--- config.mk ---
export PLATFORM = sky130hd
export DESIGN_NAME = led_scan_decoder_flat
export DESIGN_NICKNAME = d
export VERILOG_FILES = /design/src/rtl/led_scan_decoder_pkg.sv /design/src/rtl/led_scan_decoder_if.sv /design/src/rtl/led_scan_decoder_prescaler.sv /design/src/rtl/led_scan_decoder.sv /design/src/flat_wrapper.sv
export SDC_FILE = /design/constraint.sdc
export NUM_CORES = 1
export LEC_CHECK = 0
export CORE_MARGIN = 3
export CORE_UTILIZATION = 56
export CTS_CLUSTER_DIAMETER = 150
export DETAILED_ROUTE_END_ITERATION = 6
export PLACE_DENSITY = 0.84
export SLEW_MARGIN = 20
export SYNTH_ARGS = -nofsm -noshare
export SYNTH_HDL_FRONTEND = slang
export SYNTH_SLANG_ARGS = --single-unit
--- constraint.sdc ---
create_clock -name CLK -period 5.4 [get_ports CLK]
set_input_delay 0.81 -clock CLK [delete_from_list [all_inputs] [get_ports CLK]]
set_output_delay 0.81 -clock CLK [all_outputs]
set_load 0.02 [all_outputs]
--- src/rtl/led_scan_decoder_pkg.sv ---
// Shared definitions for the LED scan decoder: mode encodings, the scan
// FSM state type and the polarised one-hot decode helper.
package led_pkg;

  localparam logic [1:0] LED_DIRECT = 2'b00;
  localparam logic [1:0] LED_UP     = 2'b01;
  localparam logic [1:0] LED_DOWN   = 2'b10;
  localparam logic [1:0] LED_BOUNCE = 2'b11;

  // Widest LED vector the decode helper can produce.
  localparam int MAX_OUT = 256;

  // Bounce carries its direction in the state itself.
  typedef enum logic [2:0] {
    ST_DIRECT,
    ST_UP,
    ST_DOWN,
    ST_BOUNCE_UP,
    ST_BOUNCE_DN
  } scan_state_t;

  // Polarised one-hot: bit idx lit, everything else dark; all dark if idx >= n.
  function automatic logic [MAX_OUT-1:0] onehot(input int idx, input int n,
                                                input logic active_low);
    logic [MAX_OUT-1:0] v;
    for (int i = 0; i < MAX_OUT; i++) begin
      v[i] = ((i == idx) && (idx < n)) ? ~active_low : active_low;
    end
    return v;
  endfunction

endpackage

--- src/rtl/led_scan_decoder_if.sv ---
// Control and LED bus between board logic and the scan decoder.
interface led_scan_decoder_if #(
  parameter int SEL_W = 3,
  parameter int N_OUT = 8
);
  logic             ENABLE;
  logic [1:0]       MODE;
  logic [SEL_W-1:0] IN;
  logic             LOAD;
  logic [N_OUT-1:0] LED;
  logic [SEL_W-1:0] POS;
  logic             WRAP;

  modport master (output ENABLE, MODE, IN, LOAD, input LED, POS, WRAP);
  modport slave  (input ENABLE, MODE, IN, LOAD, output LED, POS, WRAP);
endinterface

--- src/rtl/led_scan_decoder_prescaler.sv ---
// Scan-step prescaler: counts 0..PRESCALE-1 while enabled, ticks on the last
// count. CLR restarts the count and suppresses the tick in that cycle.
module led_prescaler #(
  parameter int PRESCALE = 4,
  parameter int CNT_W    = $clog2(PRESCALE) + 1
) (
  input  logic CLK,
  input  logic RST,
  input  logic EN,
  input  logic CLR,
  output logic TICK
);

  localparam logic [CNT_W-1:0] LAST = CNT_W'(PRESCALE - 1);

  logic [CNT_W-1:0] cnt;

  assign TICK = EN && !CLR && (cnt == LAST);

  // Step counter: clear wins, otherwise count and fold back to 0 on a tick.
  always_ff @(posedge CLK) begin
    if (RST) begin
      cnt <= '0;
    end else if (CLR) begin
      cnt <= '0;
    end else if (EN) begin
      cnt <= (cnt == LAST) ? '0 : cnt + CNT_W'(1);
    end
  end

endmodule

--- src/rtl/led_scan_decoder.sv ---
// Registered LED decoder: lights one of N_OUT LEDs from a direct index or a
// prescaled scan position (chase-up, chase-down, bounce).
module led_scan_decoder
  import led_pkg::*;
#(
  parameter int SEL_W      = 3,
  parameter int N_OUT      = 8,
  parameter int ACTIVE_LOW = 1,
  parameter int PRESCALE   = 4,
  parameter int CNT_W      = $clog2(PRESCALE) + 1
) (
  input logic               CLK,
  input logic               RST,
  led_scan_decoder_if.slave bus
);

  localparam logic [SEL_W-1:0] LAST    = SEL_W'(N_OUT - 1);
  localparam logic [SEL_W-1:0] REV_DN  = SEL_W'((N_OUT > 1) ? N_OUT - 2 : 0);
  localparam logic [SEL_W-1:0] REV_UP  = SEL_W'((N_OUT > 1) ? 1 : 0);
  localparam logic [N_OUT-1:0] DARK    = {N_OUT{ACTIVE_LOW != 0}};

  scan_state_t        state, state_n;
  logic [SEL_W-1:0]   pos_q, pos_n;
  logic [N_OUT-1:0]   led_q, led_n;
  logic               wrap_q, wrap_n;
  logic [MAX_OUT-1:0] oh;
  logic               tick, scan, mode_chg, pre_en, pre_clr;

  function automatic logic [1:0] state_mode(input scan_state_t s);
    case (s)
      ST_UP:                     return LED_UP;
      ST_DOWN:                   return LED_DOWN;
      ST_BOUNCE_UP, ST_BOUNCE_DN: return LED_BOUNCE;
      default:                   return LED_DIRECT;
    endcase
  endfunction

  function automatic logic [SEL_W-1:0] clamp(input logic [SEL_W-1:0] p);
    return (p > LAST) ? LAST : p;
  endfunction

  // A mode change is the incoming MODE differing from the registered mode.
  assign scan     = (bus.MODE != LED_DIRECT);
  assign mode_chg = (bus.MODE != state_mode(state));
  assign pre_en   = !bus.ENABLE && scan;
  assign pre_clr  = !bus.ENABLE && (!scan || bus.LOAD || mode_chg);

  led_prescaler #(
    .PRESCALE (PRESCALE),
    .CNT_W    (CNT_W)
  ) u_prescaler (
    .CLK  (CLK),
    .RST  (RST),
    .EN   (pre_en),
    .CLR  (pre_clr),
    .TICK (tick)
  );

  // Next position, FSM state, wrap pulse and LED decode of the next position.
  always_comb begin
    state_n = state;
    pos_n   = pos_q;
    wrap_n  = 1'b0;
    led_n   = DARK;
    oh      = '0;
    if (!bus.ENABLE) begin
      if (!scan) begin
        state_n = ST_DIRECT;
        pos_n   = bus.IN;
      end else if (bus.LOAD || mode_chg) begin
        pos_n = bus.LOAD ? clamp(bus.IN) : clamp(pos_q);
        if (mode_chg) begin
          case (bus.MODE)
            LED_UP:   state_n = ST_UP;
            LED_DOWN: state_n = ST_DOWN;
            default:  state_n = (pos_n == LAST) ? ST_BOUNCE_DN : ST_BOUNCE_UP;
          endcase
        end
      end else if (tick) begin
        case (state)
          ST_UP: begin
            if (pos_q >= LAST) begin
              pos_n  = '0;
              wrap_n = 1'b1;
            end else begin
              pos_n = pos_q + SEL_W'(1);
            end
          end
          ST_DOWN: begin
            if (pos_q == '0) begin
              pos_n  = LAST;
              wrap_n = 1'b1;
            end else begin
              pos_n = pos_q - SEL_W'(1);
            end
          end
          ST_BOUNCE_UP: begin
            if (pos_q >= LAST) begin
              state_n = ST_BOUNCE_DN;
              pos_n   = REV_DN;
              wrap_n  = 1'b1;
            end else begin
              pos_n = pos_q + SEL_W'(1);
            end
          end
          ST_BOUNCE_DN: begin
            if (pos_q == '0) begin
              state_n = ST_BOUNCE_UP;
              pos_n   = REV_UP;
              wrap_n  = 1'b1;
            end else begin
              pos_n = pos_q - SEL_W'(1);
            end
          end
          default: ;
        endcase
      end
      oh    = onehot(int'(pos_n), N_OUT, ACTIVE_LOW != 0);
      led_n = oh[N_OUT-1:0];
    end
  end

  // State, position, LED and wrap registers; reset leaves all LEDs dark.
  always_ff @(posedge CLK) begin
    if (RST) begin
      state  <= ST_DIRECT;
      pos_q  <= '0;
      led_q  <= DARK;
      wrap_q <= 1'b0;
    end else begin
      state  <= state_n;
      pos_q  <= pos_n;
      led_q  <= led_n;
      wrap_q <= wrap_n;
    end
  end

  assign bus.LED  = led_q;
  assign bus.POS  = pos_q;
  assign bus.WRAP = wrap_q;

endmodule

--- src/flat_wrapper.sv ---
// flat-port wrapper written by rule: the top's interface ports become plain ports
module led_scan_decoder_flat import led_pkg::*;
#(
  parameter int SEL_W      = 3,
  parameter int N_OUT      = 8,
  parameter int ACTIVE_LOW = 1,
  parameter int PRESCALE   = 4,
  parameter int CNT_W      = $clog2(PRESCALE) + 1
)
  (CLK, RST, bus_ENABLE, bus_MODE, bus_IN, bus_LOAD, bus_LED, bus_POS, bus_WRAP);
  led_scan_decoder_if #(.SEL_W(SEL_W), .N_OUT(N_OUT)) bus_i ();
  input logic CLK;
  input logic RST;
  input wire logic [$bits(bus_i.ENABLE)-1:0] bus_ENABLE;
  input wire logic [$bits(bus_i.MODE)-1:0] bus_MODE;
  input wire logic [$bits(bus_i.IN)-1:0] bus_IN;
  input wire logic [$bits(bus_i.LOAD)-1:0] bus_LOAD;
  output wire logic [$bits(bus_i.LED)-1:0] bus_LED;
  output wire logic [$bits(bus_i.POS)-1:0] bus_POS;
  output wire logic [$bits(bus_i.WRAP)-1:0] bus_WRAP;
  assign bus_i.ENABLE = bus_ENABLE;
  assign bus_i.MODE = bus_MODE;
  assign bus_i.IN = bus_IN;
  assign bus_i.LOAD = bus_LOAD;
  assign bus_LED = bus_i.LED;
  assign bus_POS = bus_i.POS;
  assign bus_WRAP = bus_i.WRAP;
  led_scan_decoder #(.SEL_W(SEL_W), .N_OUT(N_OUT), .ACTIVE_LOW(ACTIVE_LOW), .PRESCALE(PRESCALE), .CNT_W(CNT_W)) u_core (.CLK(CLK), .RST(RST), .bus(bus_i));
endmodule
After elaboration in Yosys (flattened, before gate mapping)
Cells that the tools add are included.
- add/subtract/negate cells: 3
- reduce and logical (&&, ||, !) cells: 20
- bitwise operators: 3
- multiplexer cells: 34
- order comparisons: 3
- equality and inequality tests: 21
- operator list (kind ; number):
    two-way mux 3 bit ; 19
    equality test 3 bit, first input constant ; 4
    inequality test 4 bit, second input constant ; 3
    one-hot mux 3 bit (2 select lines) ; 2
    one-hot mux 3 bit (4 select lines) ; 1
    two-way mux 1 bit ; 10
    OR reduction 2 bit ; 5
    equality test 3 x 2 -> 1 bit, second input constant ; 3
    adder 3 x 1 -> 3 bit, second input constant ; 2
    equality test 2 x 3 -> 1 bit, first input constant ; 2
    equality test 3 bit, second input constant ; 2
    > comparator 3 bit, second input constant ; 2
    zero test 3 bit ; 2
    one-hot mux 2 bit (3 select lines) ; 1
    AND reduction 6 bit ; 1
    OR reduction 5 bit ; 1
    logical AND 1 bit ; 4
    equality test 1 x 3 -> 1 bit, first input constant ; 1
    equality test 3 x 1 -> 1 bit, second input constant ; 1
    >= comparator 3 bit, second input constant ; 1
    zero test 1 bit ; 3
    logical OR 1 bit ; 3
    inequality test 3 x 2 -> 1 bit, second input constant ; 1
    inequality test 3 bit, second input constant ; 1
    7 further kinds ; 9
- bits in registers: 18
- input bits: 9

Depth between registers and ports, before layout
- depth after elaboration: 15
- gate-level depth with buffers: 10

Modules after synthesis
Synthesis repeated with hierarchy kept, for this count alone.
- cells, all modules: 158
- area, all modules: 1301.2 µm²
- by module, submodules not included (module ; cells each ; instances ; area an instance (µm²) ; seq. area each (µm²)):
    led_scan_decoder ; 144 ; 1 ; 1167.4 ; 300.3
    led_prescaler ; 14 ; 1 ; 133.9 ; 60.1

Least setup slack after synthesis
No wires, ideal clock.
- path kind: input port to flip-flop
- start point: input bus_MODE[0]
- end point: register u_core.led_q[3], in the netlist u_core.bus.LED[3]
- cell stages on the path: 10
- setup time: 127 ps
- path slack: 2204 ps
- buffers on the path: 2
- data required time: 5273 ps
- data arrival time: 3069 ps
- cell sequence: inv_1 > ha_1 > buf_6 > or2_1 > buf_6 > or3_1 > or4_4 > o221ai_2 > and3_4 > or3b_1
- cells in the longest elaborated chain, start to end: 14
- RTL lines (element ; RTL line ; text):
    from (decl) ; flat_wrapper.sv:15 ; input wire logic [$bits(bus_i.MODE)-1:0] bus_MODE;
    nonzero test 2 bit ; led_scan_decoder.sv:43 ; assign scan = (bus.MODE != LED_DIRECT);
    zero test 1 bit ; led_scan_decoder.sv:46 ; assign pre_clr = !bus.ENABLE && (!scan || bus.LOAD || mode_chg);
    logical OR 1 bit (2 in series) ; led_scan_decoder.sv:46 ;
    logical AND 1 bit ; led_scan_decoder.sv:46 ;
    zero test 1 bit ; led_scan_decoder_prescaler.sv:18 ; assign TICK = EN && !CLR && (cnt == LAST);
    logical AND 1 bit (2 in series) ; led_scan_decoder_prescaler.sv:18 ;
    two-way mux 3 bit ; led_scan_decoder.sv:79 ; end else if (tick) begin
    two-way mux 3 bit ; led_scan_decoder.sv:70 ; end else if (bus.LOAD || mode_chg) begin
    two-way mux 3 bit (*) ; led_scan_decoder.sv:67 ; if (!scan) begin
    two-way mux 3 bit (*) ; led_scan_decoder.sv:66 ; if (!bus.ENABLE) begin
    equality test 3 bit (*) ; led_scan_decoder_pkg.sv:27 ; v[i] = ((i == idx) && (idx < n)) ? ~active_low : active_low;
    two-way mux 1 bit (*) ; led_scan_decoder_pkg.sv:27 ;
    to (signal assigned) ; led_scan_decoder.sv:133 ; led_q <= led_n;
    to (decl) ; led_scan_decoder.sv:24 ; logic [N_OUT-1:0] led_q, led_n;
Mark *: on every way between the ends. The rest lies on a longest branch, timed or not. The select of a mux whose other input is x is not followed.
A chain may end at the register's enable or synchronous reset.

Worst setup path in the final report
Same ends and word-level chain as after synthesis.

==> impl_metrics.ini <==
[clock_network]
cts-root-buf = clkbuf_4
worstSkewPairLatency_ps = 290
cts_buffers = 3
cts_tree = done
cts.sinks = 18
cts_resized = 0
clockBufferDepth = 2
clk_pin_slew_ps = 100
postCtsHoldBufs = 0
cts_max_level = 1
post_cts_buffers = 0

[global_routing]
grt_max_degree = 15
grt_first_pass_wirelength_um = 4464
grt_overflow = 0
antenna_found_initial = 0
first_global_vias = 1025
grt_use_total_pct = 21.82

[sta]
worstMarginPinSlew_ps = 742.8
maxSlewViolCount = 0
finalSetupViolCount = 0
final_hold_viol_count = 0
fin_ws_ps = 1818
clock.fmax_mhz = 279.2
rsz0062_at_grt = no
min_period_ps = 3582
setup-tns-final_ps = 0
period_share_pct = 66.33
finClkSkew_ps = 1.920
slew_headroom_pct = 49.78

[floorplanning]
dieArea_um2 = 2739
chipWidth_um = 52.34
rows = 16
core_area_um2 = 2002
start_util_pct = 60.06
die_y_um = 52.34
num_io_pins = 21

[critical_path]
end_kind = flip-flop
critPathKind = input port to flip-flop
critical_path.cell_chain = clkdlybuf4s50_1 -> inv_1 -> ha_1 -> or2_1 -> or3_1 -> or4_4 -> o221ai_2 -> and3_4 -> or3b_1
setup.worst_path.start_class = input port
startpoint = bus_MODE[0]
r2r_start = u_core.state[0]
critPathBufInv = 2
required_ps = 5580
worstPathArrival_ps = 3770
cp_max_fo = 9
reg2reg_slack_ps = 2770
critPathSlowestCell = clkdlybuf4s50_1
cp_slowest_stage_delay_ps = 550
crit_family = simple AND/OR/NAND/NOR gates

[yosys]
ys_async_sr_fraction_pct = 0
synth_most_common_cell = dfxtp_1
synth_top_area_share_pct = 29.97
mappedNetlistNets = 165
synth-edff-count = 0
yosysTopAreaCell = dfxtp_1
synth_xor_area_share_pct = 1.457
synth_top_flop_cell = dfxtp_1
ys_top_cells_by_area = dfxtp_1 30%, ha_1 8.3%, o21ai_0 3.7%
synth_compound_area_share_pct = 22.58
ys_types = 41
synthMuxAreaShare_pct = 2.497
synth_seq_area_share_pct = 29.97
synth_cells = 148
synth-simple-area-share_pct = 28.93
syn_avg_cell_area_um2 = 8.124
ys_ff_latch = 18
yosys_warnings = 0
synth_top_family_by_area = simple AND/OR/NAND/NOR gates
synth_commonest_cells = 18 x dfxtp_1, 12 x nor2_1, 10 x nand2_1
synth_fa_ha_area_share_pct = 8.325
syn_area_um2 = 1202

[detailed_routing]
drt_iter0_markers = 44
route.detailed.drc = 0
dr.pass1.iters = 4
viasPerCell = 6.156
dr_total_vias = 1182
wl_per_cell_um = 14.68
drt-total-wl_um = 2819
postRouteAntennaNets = 0

[pwr]
ir_worst_vdd_uv = 261.7
p_sw_uw = 96.59
power.internal_uw = 216.0
pwr-share-comb_pct = 26.2
clock_power_share_pct = 26.0
p_seq_share_pct = 47.8
swShare_pct = 30.90
powerDensity_nw_per_um2 = 218.4
p_leak_nw = 0.5338

[layout]
fillers = 166
fin_util_pct = 71.50
n_antenna_cell = 0
drive_above_1_share_pct = 7.879
fin_nets = 183
area_growth_pct = 19.04
final-seq-area_um2 = 360.3
multiInputGateArea_um2 = 767.0

[status]
status = complete, no violations

[worst_hold_path]
hold_class = flip-flop to flip-flop
hp-start = u_core.u_prescaler.cnt[2]

[placement]
globalplace.congestion = 0.9612
place_ws_ps = 1493
hpwlAfterDp_um = 2086
numPortBuffers = 20

[run]
drv_cap = 0
-- power groups by stage --
stage / logic (mW) / clock network [mW] / registers (mW)
after global placement: 0.0779 / 0 / 0.151
after CTS: 0.0807 / 0.0825 / 0.149
after detailed placement: 0.0802 / 0 / 0.152
final: 0.0820 / 0.0812 / 0.149
after floorplan: 0.0594 / 0 / 0.148
after global routing: 0.0895 / 0.0867 / 0.151
-- cell type report --
class                   count  area share [%]
clock buffers               4           2.535
inverters                   9           2.360
multi-input cells         114           53.58
flip-flops and latches     18           25.17
well taps                  27           2.360
repair buffers             20           13.99
-- per-stage QoR --
stage	instances	hold slack, ps	area, um^2	power (mW)
global route	192	520.9	1431	0.3269
finish	192	454.6	1431	0.3126
CTS	192	455.0	1431	0.3122
detailed placement	188	440.8	1395	0.2322
floorplan	148	417.7	1202	0.2077
global placement	188	434.3	1395	0.2293
-- final timing paths --
check | end | depth (start not counted)
setup / recovery | u_core.bus.LED[3] | 9
hold / removal | u_core.u_prescaler.cnt[2] | 2
setup reg to reg | u_core.bus.LED[7] | 6
hold reg to reg | u_core.u_prescaler.cnt[2] | 2
-- cells by family after synthesis --
| family | Yosys count |
|---|---|
| adder cells (fa/ha/maj) | 8 |
| AND/OR/NAND/NOR | 61 |
| multiplexers | 3 |
| flip-flops | 18 |
| buffers and inverters | 16 |
| XOR/XNOR | 2 |
| AO/OA/AOI/OAI | 40 |
-- worst min-delay path, stage by stage (launching register included) --
cell     delay [ps]
dfxtp_1         330
nand2_1          60
nor2_1           30
-- sequential cells by signal (all words and copies together), names as in the netlist --
register and count:
u_core.bus.POS 3, u_core.state 3, u_core.bus.LED 8, u_core.bus.WRAP 1, u_core.u_prescaler.cnt 3
-- per-layer routing --
metal	vias to the layer above	global-route usage [%]	wire length [um]
met2	70	36.16	1275
met3	10	5.413	268
li1	581	-	-
met5	-	0	0
met1	521	27.19	1219
met4	0	7.660	56
-- layout by cell type, fill, tap and decap left out, drive strengths merged, types with 5 or more instances in the layout --
| cell | synthesis | final |
|---|---|---|
| nor2 | 12 | 12 |
| nand2 | 10 | 10 |
| nand3 | 6 | 6 |
| clkdlybuf4s50 | 0 | 20 |
| o21ai | 9 | 9 |
| a21oi | 8 | 8 |
| inv | 9 | 9 |
| or2 | 5 | 5 |
| ha | 8 | 8 |
| dfxtp | 18 | 18 |
| nand3b | 5 | 5 |
No activity file was read; power rests on OpenSTA's default activity.
